$ cat src/rtl/apb_master_bridge.sv
// apb_master_bridge: request/grant/response port to APB3 initiator, with a PREADY-stall
// timeout so every accepted request produces exactly one response.
module apb_master_bridge #(
  parameter int APB_ADDR_WIDTH = 12,
  parameter int TIMEOUT_CYCLES = 16
) (
  input  logic                      HCLK,
  input  logic                      HRESETn,
  input  logic                      req_i,
  input  logic [APB_ADDR_WIDTH-1:0] addr_i,
  input  logic                      we_i,
  input  logic [31:0]               wdata_i,
  output logic                      gnt_o,
  output logic                      rvalid_o,
  output logic [31:0]               rdata_o,
  output logic                      err_o,
  output logic [APB_ADDR_WIDTH-1:0] PADDR,
  output logic [31:0]               PWDATA,
  output logic                      PWRITE,
  output logic                      PSEL,
  output logic                      PENABLE,
  input  logic [31:0]               PRDATA,
  input  logic                      PREADY,
  input  logic                      PSLVERR
);
  typedef enum logic [1:0] {IDLE, SETUP, ACCESS} state_t;
  localparam logic [15:0] CNT_LAST = 16'(TIMEOUT_CYCLES - 1);
  state_t      state;
  logic [15:0] cnt;
  logic        timeout;
  assign gnt_o   = state == IDLE;
  assign timeout = (TIMEOUT_CYCLES != 0) && cnt == CNT_LAST;
  always_ff @(posedge HCLK or negedge HRESETn)
    if (!HRESETn) begin
      state    <= IDLE;
      cnt      <= '0;
      PSEL     <= 1'b0;
      PENABLE  <= 1'b0;
      PWRITE   <= 1'b0;
      PADDR    <= '0;
      PWDATA   <= '0;
      rvalid_o <= 1'b0;
      rdata_o  <= '0;
      err_o    <= 1'b0;
    end else begin
      rvalid_o <= 1'b0;
      rdata_o  <= '0;
      err_o    <= 1'b0;
      case (state)
        IDLE: if (req_i) begin
          state  <= SETUP;
          PSEL   <= 1'b1;
          PADDR  <= addr_i;
          PWRITE <= we_i;
          PWDATA <= wdata_i;
        end
        SETUP: begin
          state   <= ACCESS;
          PENABLE <= 1'b1;
          cnt     <= '0;
        end
        ACCESS: if (PREADY || timeout) begin
          // a PREADY in the last allowed cycle still completes normally
          state    <= IDLE;
          PSEL     <= 1'b0;
          PENABLE  <= 1'b0;
          rvalid_o <= 1'b1;
          rdata_o  <= PREADY && !PWRITE ? PRDATA : '0;
          err_o    <= PREADY ? PSLVERR : 1'b1;
        end else if (cnt != '1) cnt <= cnt + 16'd1;
        default: state <= IDLE;
      endcase
    end
endmodule

$ cat config.mk
export PLATFORM = sky130hd
export DESIGN_NAME = apb_master_bridge
export DESIGN_NICKNAME = d
export VERILOG_FILES = /design/src/rtl/apb_master_bridge.sv
export SDC_FILE = /design/constraint.sdc
export NUM_CORES = 1
export LEC_CHECK = 0
export CAP_MARGIN = 10
export CORE_MARGIN = 8
export CORE_UTILIZATION = 43
export DETAILED_ROUTE_END_ITERATION = 8
export PLACE_DENSITY = 0.89
export SYNTH_ARGS = -nofsm -noshare
export SYNTH_HDL_FRONTEND = slang
export SYNTH_SLANG_ARGS = --single-unit
$ cat constraint.sdc
create_clock -name HCLK -period 2.5 [get_ports HCLK]
set_input_delay 0.5 -clock HCLK [delete_from_list [all_inputs] [get_ports HCLK]]
set_output_delay 0.5 -clock HCLK [all_outputs]
set_load 0.01 [all_outputs]
==> results of run 1 <==
## routing by layer
layer,up-vias,share of wire
met1,1518,0.34
li1,1427,-
met3,25,0.12
met2,167,0.50
met4,0,0.029
met5,-,0
## area by class of cell
type,count,share of cell area
multi-input combinational,194,0.2383
timing repair buffer,170,0.2866
sequential,99,0.4161
tap,111,0.02332
clock inverter,5,0.01051
clock buffer,9,0.02080
inverter,7,0.004413
## critical path, stage by stage, from the launching register on
cell	delay [ps]
sky130_fd_sc_hd__dfrtp_1	390
sky130_fd_sc_hd__inv_1	110
sky130_fd_sc_hd__ha_1	260
sky130_fd_sc_hd__clkdlybuf4s50_1	580
## synth_stat cells (2+ instances only)
master,instances
sky130_fd_sc_hd__dfrtp_1,99
sky130_fd_sc_hd__mux2_2,45
sky130_fd_sc_hd__and2_1,34
sky130_fd_sc_hd__nand2_1,24
sky130_fd_sc_hd__o21ai_0,12
sky130_fd_sc_hd__a21oi_1,11
sky130_fd_sc_hd__nand3_1,10
sky130_fd_sc_hd__clkbuf_1,9
sky130_fd_sc_hd__inv_1,7
sky130_fd_sc_hd__nor2_1,7
sky130_fd_sc_hd__nand4_1,5
sky130_fd_sc_hd__a31oi_1,4
sky130_fd_sc_hd__ha_1,4
sky130_fd_sc_hd__and3_2,3
sky130_fd_sc_hd__nor3_1,3
sky130_fd_sc_hd__nor4_1,3
sky130_fd_sc_hd__or4_1,3
sky130_fd_sc_hd__a41oi_1,2
sky130_fd_sc_hd__and3_1,2
sky130_fd_sc_hd__o211ai_1,2
sky130_fd_sc_hd__o311ai_0,2
## where the power goes
part,total [mW],internal [mW],leakage [nW],switching (mW)
clock,1.00,0.459,0.0882,0.541
sequential,2.29,2.06,1.27,0.230
combinational,2.36,1.36,1.19,1.00
total,5.65,3.87,2.55,1.77
## worst max-delay path by stage
| stage | slack [ps] | start | endpoint | depth (start not counted) |
|---|---|---|---|---|
| after floorplan | 470 | cnt[0]$_DFFE_PN0P_ | cnt[15]$_DFFE_PN0P_ | 6 |
| after global placement | 320 | PREADY | cnt[15]$_DFFE_PN0P_ | 5 |
| after detailed placement | 240 | state[0]$_DFFE_PN0P_ | cnt[0]$_DFFE_PN0P_ | 7 |
| after CTS | 220 | state[0]$_DFFE_PN0P_ | cnt[0]$_DFFE_PN0P_ | 7 |
| after global routing | 200 | state[0]$_DFFE_PN0P_ | gnt_o | 3 |
| final | 320 | state[0]$_DFFE_PN0P_ | gnt_o | 3 |
## kinds of logic (layout without fill, tap and decap cells)
| kind of cell | Yosys count | count (layout) | share of synthesized area |
|---|---|---|---|
| AND/OR/NAND/NOR | 102 | 102 | 0.1450 |
| flip-flops | 99 | 99 | 0.6240 |
| buffers and inverters | 18 | 191 | 0.02049 |
| multiplexers | 45 | 45 | 0.1276 |
| AO/OA/AOI/OAI | 43 | 43 | 0.07028 |
| adder cells (fa/ha/maj) | 4 | 4 | 0.01261 |
## metrics by stage
stage	total power, mW	area (um^2)	instances	utilization	hold slack, ps
floorplan	3.364	3970	311	-	204.4
global placement	4.594	5768	581	0.6332	486.5
detailed placement	4.708	5768	581	0.6332	493.0
CTS	5.718	5954	595	0.6537	152.3
global route	5.966	5954	595	0.6537	163.7
finish	5.645	5954	595	0.6537	130.8
## state kept, by name (all words and copies together) (netlist names)
register and count:
PWDATA 32, cnt 16, PSEL 1, err_o 1
rdata_o 32, rvalid_o 1, PADDR 12, PENABLE 1
PWRITE 1, state 2
==> report_table.html, run 1 <==
<table>
<tr><th>Metric</th><th>Value</th></tr>
<tr><th colspan="2">Run status</th></tr>
<tr><td>Outcome</td><td>finished clean</td></tr>
<tr><th colspan="2">Cells and area</th></tr>
<tr><td>Most frequent cells in the layout</td><td>sky130_fd_sc_hd__clkdlybuf4s50_1 (162), sky130_fd_sc_hd__dfrtp_1 (99), sky130_fd_sc_hd__mux2_2 (45), sky130_fd_sc_hd__and2_1 (34), sky130_fd_sc_hd__nand2_1 (23)</td></tr>
<tr><td>Fillcell total</td><td>706</td></tr>
<tr><td>Area taken by multi-input logic gates</td><td>1419 um^2</td></tr>
<tr><td>Final net count</td><td>567</td></tr>
<tr><td>Area taken by flip-flops and latches</td><td>2477 um^2</td></tr>
<tr><td>Fraction of final layout cells sized beyond drive strength 1</td><td>0.1612</td></tr>
<tr><td>Diode insertion count for antenna repair</td><td>0</td></tr>
<tr><td>Area added between synthesis and finish</td><td>49.98%</td></tr>
<tr><td>Most common library cell in the layout ignoring fill and taps</td><td>sky130_fd_sc_hd__clkdlybuf4s50_1</td></tr>
<tr><th colspan="2">Global route</th></tr>
<tr><td>Via count of the first global-routing pass</td><td>3,405</td></tr>
<tr><td>Wire length of the first global-routing pass</td><td>17,600 um</td></tr>
<tr><td>Met2 track utilization from global routing</td><td>0.3039</td></tr>
<tr><td>Global Route met3 Usage</td><td>0.08642</td></tr>
<tr><td>Remaining Overflow, GRT</td><td>0</td></tr>
<tr><td>Met1 Usage GRT</td><td>0.1777</td></tr>
<tr><td>Highest-utilization routing layer at the global route stage</td><td>met2</td></tr>
<tr><td>Largest net degree at the start of global routing</td><td>56</td></tr>
<tr><td>Initial antenna violation count</td><td>0</td></tr>
<tr><td>Overall fraction of global-route tracks in use</td><td>0.1768</td></tr>
<tr><th colspan="2">Setup path</th></tr>
<tr><td>R2R Path End</td><td>cnt[15]$_DFFE_PN0P_</td></tr>
<tr><td>Startpoint type of the worst setup path</td><td>flip-flop</td></tr>
<tr><td>Worst R2R Start</td><td>cnt[0]$_DFFE_PN0P_</td></tr>
<tr><td>Critical path data arrival time</td><td>1680 ps</td></tr>
<tr><td>Flop-to-flop setup slack</td><td>340 ps</td></tr>
<tr><td>Critical path type</td><td>flip-flop to primary output</td></tr>
<tr><td>FF-to-FF path depth</td><td>6</td></tr>
<tr><td>Kind of end point of the critical path</td><td>primary output</td></tr>
<tr><td>Critical Path Fanout Max</td><td>5</td></tr>
<tr><td>Required time worst endpoint</td><td>2000 ps</td></tr>
<tr><th colspan="2">Synthesis</th></tr>
<tr><td>Number of enable flip-flop cells after synthesis</td><td>0</td></tr>
<tr><td>Number of synthesized register bits</td><td>99</td></tr>
<tr><td>Cell area after synthesis</td><td>3970 um^2</td></tr>
<tr><td>Mapped Nets</td><td>397</td></tr>
<tr><td>Portion of synthesized cell area occupied by the leading cell type</td><td>0.6240</td></tr>
<tr><td>Number of warnings printed during yosys synthesis</td><td>0</td></tr>
<tr><td>Seq/Total Area, Yosys</td><td>0.6240</td></tr>
<tr><td>Top cells by area, synth</td><td>sky130_fd_sc_hd__dfrtp_1 (62%), sky130_fd_sc_hd__mux2_2 (13%), sky130_fd_sc_hd__and2_1 (5.4%)</td></tr>
<tr><td>Fraction of registers with async set or reset after synthesis</td><td>1.000</td></tr>
<tr><td>Avg Inst Size Synth</td><td>12.77 um^2</td></tr>
<tr><td>Cell type with the largest total area after synthesis</td><td>sky130_fd_sc_hd__dfrtp_1</td></tr>
<tr><td>Syn Inst Count</td><td>311</td></tr>
<tr><td>Top flip-flop cell by instance count after synthesis</td><td>sky130_fd_sc_hd__dfrtp_1</td></tr>
<tr><td>Yosys cell types</td><td>41</td></tr>
<tr><th colspan="2">Routing</th></tr>
<tr><td>Routed WL</td><td>10,980 um</td></tr>
<tr><td>Length of the first detailed-routing pass in iterations</td><td>5</td></tr>
<tr><td>DR iter-0 viols</td><td>150</td></tr>
<tr><td>Avg WL per Cell</td><td>18.46 um</td></tr>
<tr><td>Post-DR vias/cell</td><td>5.272</td></tr>
<tr><td>Post-route ant nets</td><td>0</td></tr>
<tr><td>Vias</td><td>3,137</td></tr>
<tr><td># DRC</td><td>0</td></tr>
<tr><th colspan="2">STA</th></tr>
<tr><td>Minimum clock period</td><td>2183 ps</td></tr>
<tr><td>Setup Viol. Count Final</td><td>0</td></tr>
<tr><td>Summed negative setup slack over all endpoints</td><td>0 ps</td></tr>
<tr><td>Final Max Slew Viols</td><td>0</td></tr>
<tr><td>Highest clock rate</td><td>458.1 MHz</td></tr>
<tr><td>Hold violation total from the final report</td><td>0</td></tr>
<tr><td>Final worst-path cycle share</td><td>0.8732</td></tr>
<tr><td>Max-slew headroom at the worst pin</td><td>0.6109</td></tr>
<tr><td>Final setup slack of the worst path</td><td>316.9 ps</td></tr>
<tr><td>Measured slew at the worst slew-check pin</td><td>583.7 ps</td></tr>
<tr><td>Setup repair after global routing missed its margin</td><td>no</td></tr>
<tr><td>Worst-case clock skew</td><td>13.43 ps</td></tr>
<tr><th colspan="2">Floorplan</th></tr>
<tr><td>Number of top-level design ports</td><td>164</td></tr>
<tr><td>Die area</td><td>12,560 um^2</td></tr>
<tr><td>Chip Width</td><td>112.1 um</td></tr>
<tr><td>Core ar.</td><td>9109 um^2</td></tr>
<tr><td>Die height</td><td>112.1 um</td></tr>
<tr><td>Initial cell density of the core</td><td>0.4359</td></tr>
<tr><td>Standard-cell row count</td><td>35</td></tr>
<tr><th colspan="2">Pwr</th></tr>
<tr><td>Peak supply drop</td><td>525.0 uV</td></tr>
<tr><td>Total power divided by cell area</td><td>948.1 nW/um^2</td></tr>
<tr><td>Pleak</td><td>2.548 nW</td></tr>
<tr><th colspan="2">Clock network</th></tr>
<tr><td>Root buf cell</td><td>sky130_fd_sc_hd__clkbuf_8</td></tr>
<tr><td>Clk sink count</td><td>99</td></tr>
<tr><td>Clock transition at the registers of the reported paths</td><td>90 ps</td></tr>
<tr><td>Number of setup buffers added after CTS</td><td>0</td></tr>
<tr><td>TritonCTS clock tree</td><td>built</td></tr>
<tr><td>Skew-Pair Late Insertion Delay</td><td>360 ps</td></tr>
<tr><td>CTS max path bufs</td><td>2</td></tr>
<tr><td>Cts bufs inserted</td><td>9</td></tr>
<tr><td>Hold bufs inserted after CTS</td><td>0</td></tr>
<tr><td>H-tree depth</td><td>3</td></tr>
<tr><td>Post-CTS sizing</td><td>0</td></tr>
<tr><th colspan="2">Place</th></tr>
<tr><td>Routability cong.</td><td>0.9315</td></tr>
<tr><td>Dpl ws</td><td>236.6 ps</td></tr>
<tr><td>HPWL after detailed placement</td><td>8451 um</td></tr>
<tr><td>Port Buffer Count</td><td>163</td></tr>
<tr><th colspan="2">Hold path</th></tr>
<tr><td>Hold Path Class</td><td>input port to asynchronous set/reset pin</td></tr>
<tr><th colspan="2">Run</th></tr>
<tr><td>Max cap viols</td><td>0</td></tr>
</table>
Power figures use the tool's default switching activity.
==> run 2: changes to the inputs <==
clock period = 2.3 ns   (was 2.5 ns; I/O delays follow)
==> report_table.html, run 2 (same netlist as run 1, synthesis figures left out) <==
<table>
<tr><th>Metric</th><th>Value</th></tr>
<tr><th colspan="2">Run status</th></tr>
<tr><td>Outcome</td><td>finished clean</td></tr>
<tr><th colspan="2">Place</th></tr>
<tr><td>Routability cong.</td><td>0.9186</td></tr>
<tr><td>Placed Area</td><td>5791 um^2</td></tr>
<tr><td>Port Buffer Count</td><td>163</td></tr>
<tr><td>Dpl ws</td><td>174.2 ps</td></tr>
<tr><td>HPWL after detailed placement</td><td>8252 um</td></tr>
<tr><th colspan="2">STA</th></tr>
<tr><td>Minimum clock period</td><td>2134 ps</td></tr>
<tr><td>Final setup slack of the worst path</td><td>166.5 ps</td></tr>
<tr><td>Setup repair after global routing missed its margin</td><td>no</td></tr>
<tr><td>Highest clock rate</td><td>468.7 MHz</td></tr>
<tr><td>Summed negative setup slack over all endpoints</td><td>0 ps</td></tr>
<tr><td>Setup Viol. Count Final</td><td>0</td></tr>
<tr><td>Measured slew at the worst slew-check pin</td><td>471.9 ps</td></tr>
<tr><td>Hold violation total from the final report</td><td>0</td></tr>
<tr><td>Final Max Slew Viols</td><td>0</td></tr>
<tr><td>Worst-case clock skew</td><td>12.21 ps</td></tr>
<tr><td>Max-slew headroom at the worst pin</td><td>0.6847</td></tr>
<tr><td>Final worst-path cycle share</td><td>0.9276</td></tr>
<tr><th colspan="2">Floorplan</th></tr>
<tr><td>Core ar.</td><td>9109 um^2</td></tr>
<tr><td>Number of top-level design ports</td><td>164</td></tr>
<tr><td>Die height</td><td>112.1 um</td></tr>
<tr><td>Die area</td><td>12,560 um^2</td></tr>
<tr><td>Initial cell density of the core</td><td>0.4359</td></tr>
<tr><td>Chip Width</td><td>112.1 um</td></tr>
<tr><td>Standard-cell row count</td><td>35</td></tr>
<tr><th colspan="2">Pwr</th></tr>
<tr><td>Internal cell power</td><td>4.239 mW</td></tr>
<tr><td>Clock share of power</td><td>0.178</td></tr>
<tr><td>Total power divided by cell area</td><td>1030 nW/um^2</td></tr>
<tr><td>Pleak</td><td>2.565 nW</td></tr>
<tr><td>Peak supply drop</td><td>495.3 uV</td></tr>
<tr><td>Gate power share</td><td>0.418</td></tr>
<tr><td>Relative contribution of sequential cells to total power</td><td>0.404</td></tr>
<tr><td>Net Sw Frac</td><td>0.3130</td></tr>
<tr><td>Net switching power</td><td>1.931 mW</td></tr>
<tr><th colspan="2">Routing</th></tr>
<tr><td>Avg WL per Cell</td><td>17.94 um</td></tr>
<tr><td>DR iter-0 viols</td><td>128</td></tr>
<tr><td>Post-DR vias/cell</td><td>5.182</td></tr>
<tr><td>Post-route ant nets</td><td>0</td></tr>
<tr><td># DRC</td><td>0</td></tr>
<tr><td>Length of the first detailed-routing pass in iterations</td><td>5</td></tr>
<tr><td>Routed WL</td><td>10,760 um</td></tr>
<tr><td>Vias</td><td>3,109</td></tr>
<tr><th colspan="2">Setup path</th></tr>
<tr><td>Startpoint type of the worst setup path</td><td>flip-flop</td></tr>
<tr><td>Startpoint of the worst setup timing path</td><td>state[0]$_DFFE_PN0P_</td></tr>
<tr><td>Flop-to-flop setup slack</td><td>180 ps</td></tr>
<tr><td>Kind of cell with the highest combined delay on the critical path</td><td>buffers and inverters</td></tr>
<tr><td>CP max stage cell</td><td>sky130_fd_sc_hd__clkdlybuf4s50_1</td></tr>
<tr><td>Critical Path Fanout Max</td><td>5</td></tr>
<tr><td>Critical path type</td><td>flip-flop to primary output</td></tr>
<tr><td>FF-to-FF path depth</td><td>6</td></tr>
<tr><td>Kind of end point of the critical path</td><td>primary output</td></tr>
<tr><td>Highest cell delay on the worst timing path</td><td>580 ps</td></tr>
<tr><td>Critical path data arrival time</td><td>1670 ps</td></tr>
<tr><td>Worst R2R Start</td><td>cnt[0]$_DFFE_PN0P_</td></tr>
<tr><td>List of cells traversed by the critical path</td><td>inv_1 &gt; ha_1 &gt; clkdlybuf4s50_1</td></tr>
<tr><td>Required time worst endpoint</td><td>1840 ps</td></tr>
<tr><td>Worst Setup EP</td><td>gnt_o</td></tr>
<tr><td>Instance count on the critical path</td><td>3</td></tr>
<tr><td>R2R Path End</td><td>cnt[15]$_DFFE_PN0P_</td></tr>
<tr><td>Number of buffers and inverters on the critical path</td><td>2</td></tr>
<tr><th colspan="2">Cells and area</th></tr>
<tr><td>Post-route design area</td><td>5991 um^2</td></tr>
<tr><td>Final net count</td><td>570</td></tr>
<tr><td>Diode insertion count for antenna repair</td><td>0</td></tr>
<tr><td>Fraction of final layout cells sized beyond drive strength 1</td><td>0.1677</td></tr>
<tr><td>Most frequent cells in the layout</td><td>sky130_fd_sc_hd__clkdlybuf4s50_1 (162), sky130_fd_sc_hd__dfrtp_1 (99), sky130_fd_sc_hd__mux2_2 (45), sky130_fd_sc_hd__and2_1 (34), sky130_fd_sc_hd__nand2_1 (23)</td></tr>
<tr><td>Biggest regs</td><td>PWDATA (32), rdata_o (32), cnt (16)</td></tr>
<tr><td>Most common library cell in the layout ignoring fill and taps</td><td>sky130_fd_sc_hd__clkdlybuf4s50_1</td></tr>
<tr><td>Fillcell total</td><td>692</td></tr>
<tr><td>Area added between synthesis and finish</td><td>50.90%</td></tr>
<tr><th colspan="2">Clock network</th></tr>
<tr><td>Clock transition at the registers of the reported paths</td><td>100 ps</td></tr>
<tr><td>Clk sink count</td><td>99</td></tr>
<tr><td>Skew-Pair Late Insertion Delay</td><td>350 ps</td></tr>
<tr><td>Number of setup buffers added after CTS</td><td>0</td></tr>
<tr><td>CTS max path bufs</td><td>2</td></tr>
<tr><td>H-tree depth</td><td>3</td></tr>
<tr><td>TritonCTS clock tree</td><td>built</td></tr>
<tr><td>Cts bufs inserted</td><td>9</td></tr>
<tr><td>Root buf cell</td><td>sky130_fd_sc_hd__clkbuf_8</td></tr>
<tr><th colspan="2">Global route</th></tr>
<tr><td>Overall fraction of global-route tracks in use</td><td>0.1719</td></tr>
<tr><td>Remaining Overflow, GRT</td><td>0</td></tr>
<tr><td>Via count of the first global-routing pass</td><td>3,348</td></tr>
<tr><td>Largest net degree at the start of global routing</td><td>47</td></tr>
<tr><td>Wire length of the first global-routing pass</td><td>17,260 um</td></tr>
<tr><td>Initial antenna violation count</td><td>0</td></tr>
<tr><th colspan="2">Hold path</th></tr>
<tr><td>Hold Path Class</td><td>input port to asynchronous set/reset pin</td></tr>
<tr><th colspan="2">Run</th></tr>
<tr><td>Max cap viols</td><td>0</td></tr>
</table>
==> run 2: cell count changes in the layout (fill, tap and decap cells not counted) <==
cell                       previous run  this run
sky130_fd_sc_hd__buf_4                6         9
sky130_fd_sc_hd__clkbuf_1             0         2
sky130_fd_sc_hd__clkinv_4             0         1
sky130_fd_sc_hd__inv_6                2         1
sky130_fd_sc_hd__nor4b_1              1         0
sky130_fd_sc_hd__nor4b_2              0         1
==> run 2: per-stage QoR <==
step | utilization | power, mW | hold WS [ps] | cells
6_report | 0.6577 | 6.170 | 31.28 | 600
5_1_grt | 0.6577 | 6.528 | 42.76 | 600
4_1_cts | 0.6570 | 6.250 | 30.88 | 600
3_5_place_dp | 0.6357 | 5.136 | 423.3 | 584
3_3_place_gp | 0.6357 | 5.014 | 416.3 | 584
2_1_floorplan | - | 3.657 | 164.4 | 311
==> run 2: final cells by class <==
| cell class | instances | area (um^2) | area share |
|---|---|---|---|
| Tap cell | 111 | 138.9 | 0.02318 |
| Clock buffer | 11 | 131.4 | 0.02193 |
| Inverter | 7 | 26.28 | 0.004386 |
| Clock inverter | 5 | 62.56 | 0.01044 |
| Timing Repair Buffer | 173 | 1729 | 0.2886 |
| Multi-Input combinational cell | 194 | 1425 | 0.2379 |
| Sequential cell | 99 | 2477 | 0.4135 |
==> run 2: worst min-delay path by stage <==
stage,startpoint,end,slack [ps],cells after the start
after detailed placement,HRESETn,rdata_o[12]$_DFF_PN0_,420,1
after global routing,HRESETn,rdata_o[12]$_DFF_PN0_,40,1
after global placement,HRESETn,rdata_o[12]$_DFF_PN0_,420,1
final,HRESETn,rdata_o[18]$_DFF_PN0_,30,1
after floorplan,HRESETn,PADDR[0]$_DFFE_PN0P_,160,0
after CTS,HRESETn,rdata_o[12]$_DFF_PN0_,30,1
==> run 2: power groups by stage <==
stage	Combinational [mW]	Sequential (mW)	Clock (mW)
4_1_cts	2.61	2.50	1.14
3_3_place_gp	2.53	2.49	0
2_1_floorplan	0.929	2.73	0
5_1_grt	2.75	2.56	1.22
3_5_place_dp	2.60	2.54	0
6_report	2.58	2.49	1.10
==> run 2: layer usage <==
metal	wire [um]	vias up	track usage
li1	-	1439	-
met1	3831	1502	0.1822
met2	5419	147	0.2890
met3	1245	21	0.08427
met4	266	0	0.06565
met5	0	-	0
==> run 2: what timing repair did <==
action / in CTS / in global routing
endpoints found under the setup margin: 0 / 4
hold endpoints to repair: 0 / 0
gates resized for setup: 0 / 2
hold buffers: 0 / 0
==> run 3: changes to the inputs <==
CTS_CLUSTER_DIAMETER = 30   (was unset)
==> results of run 3 <==
No change in the layout: final DEF, timing and power equal those of run 2.
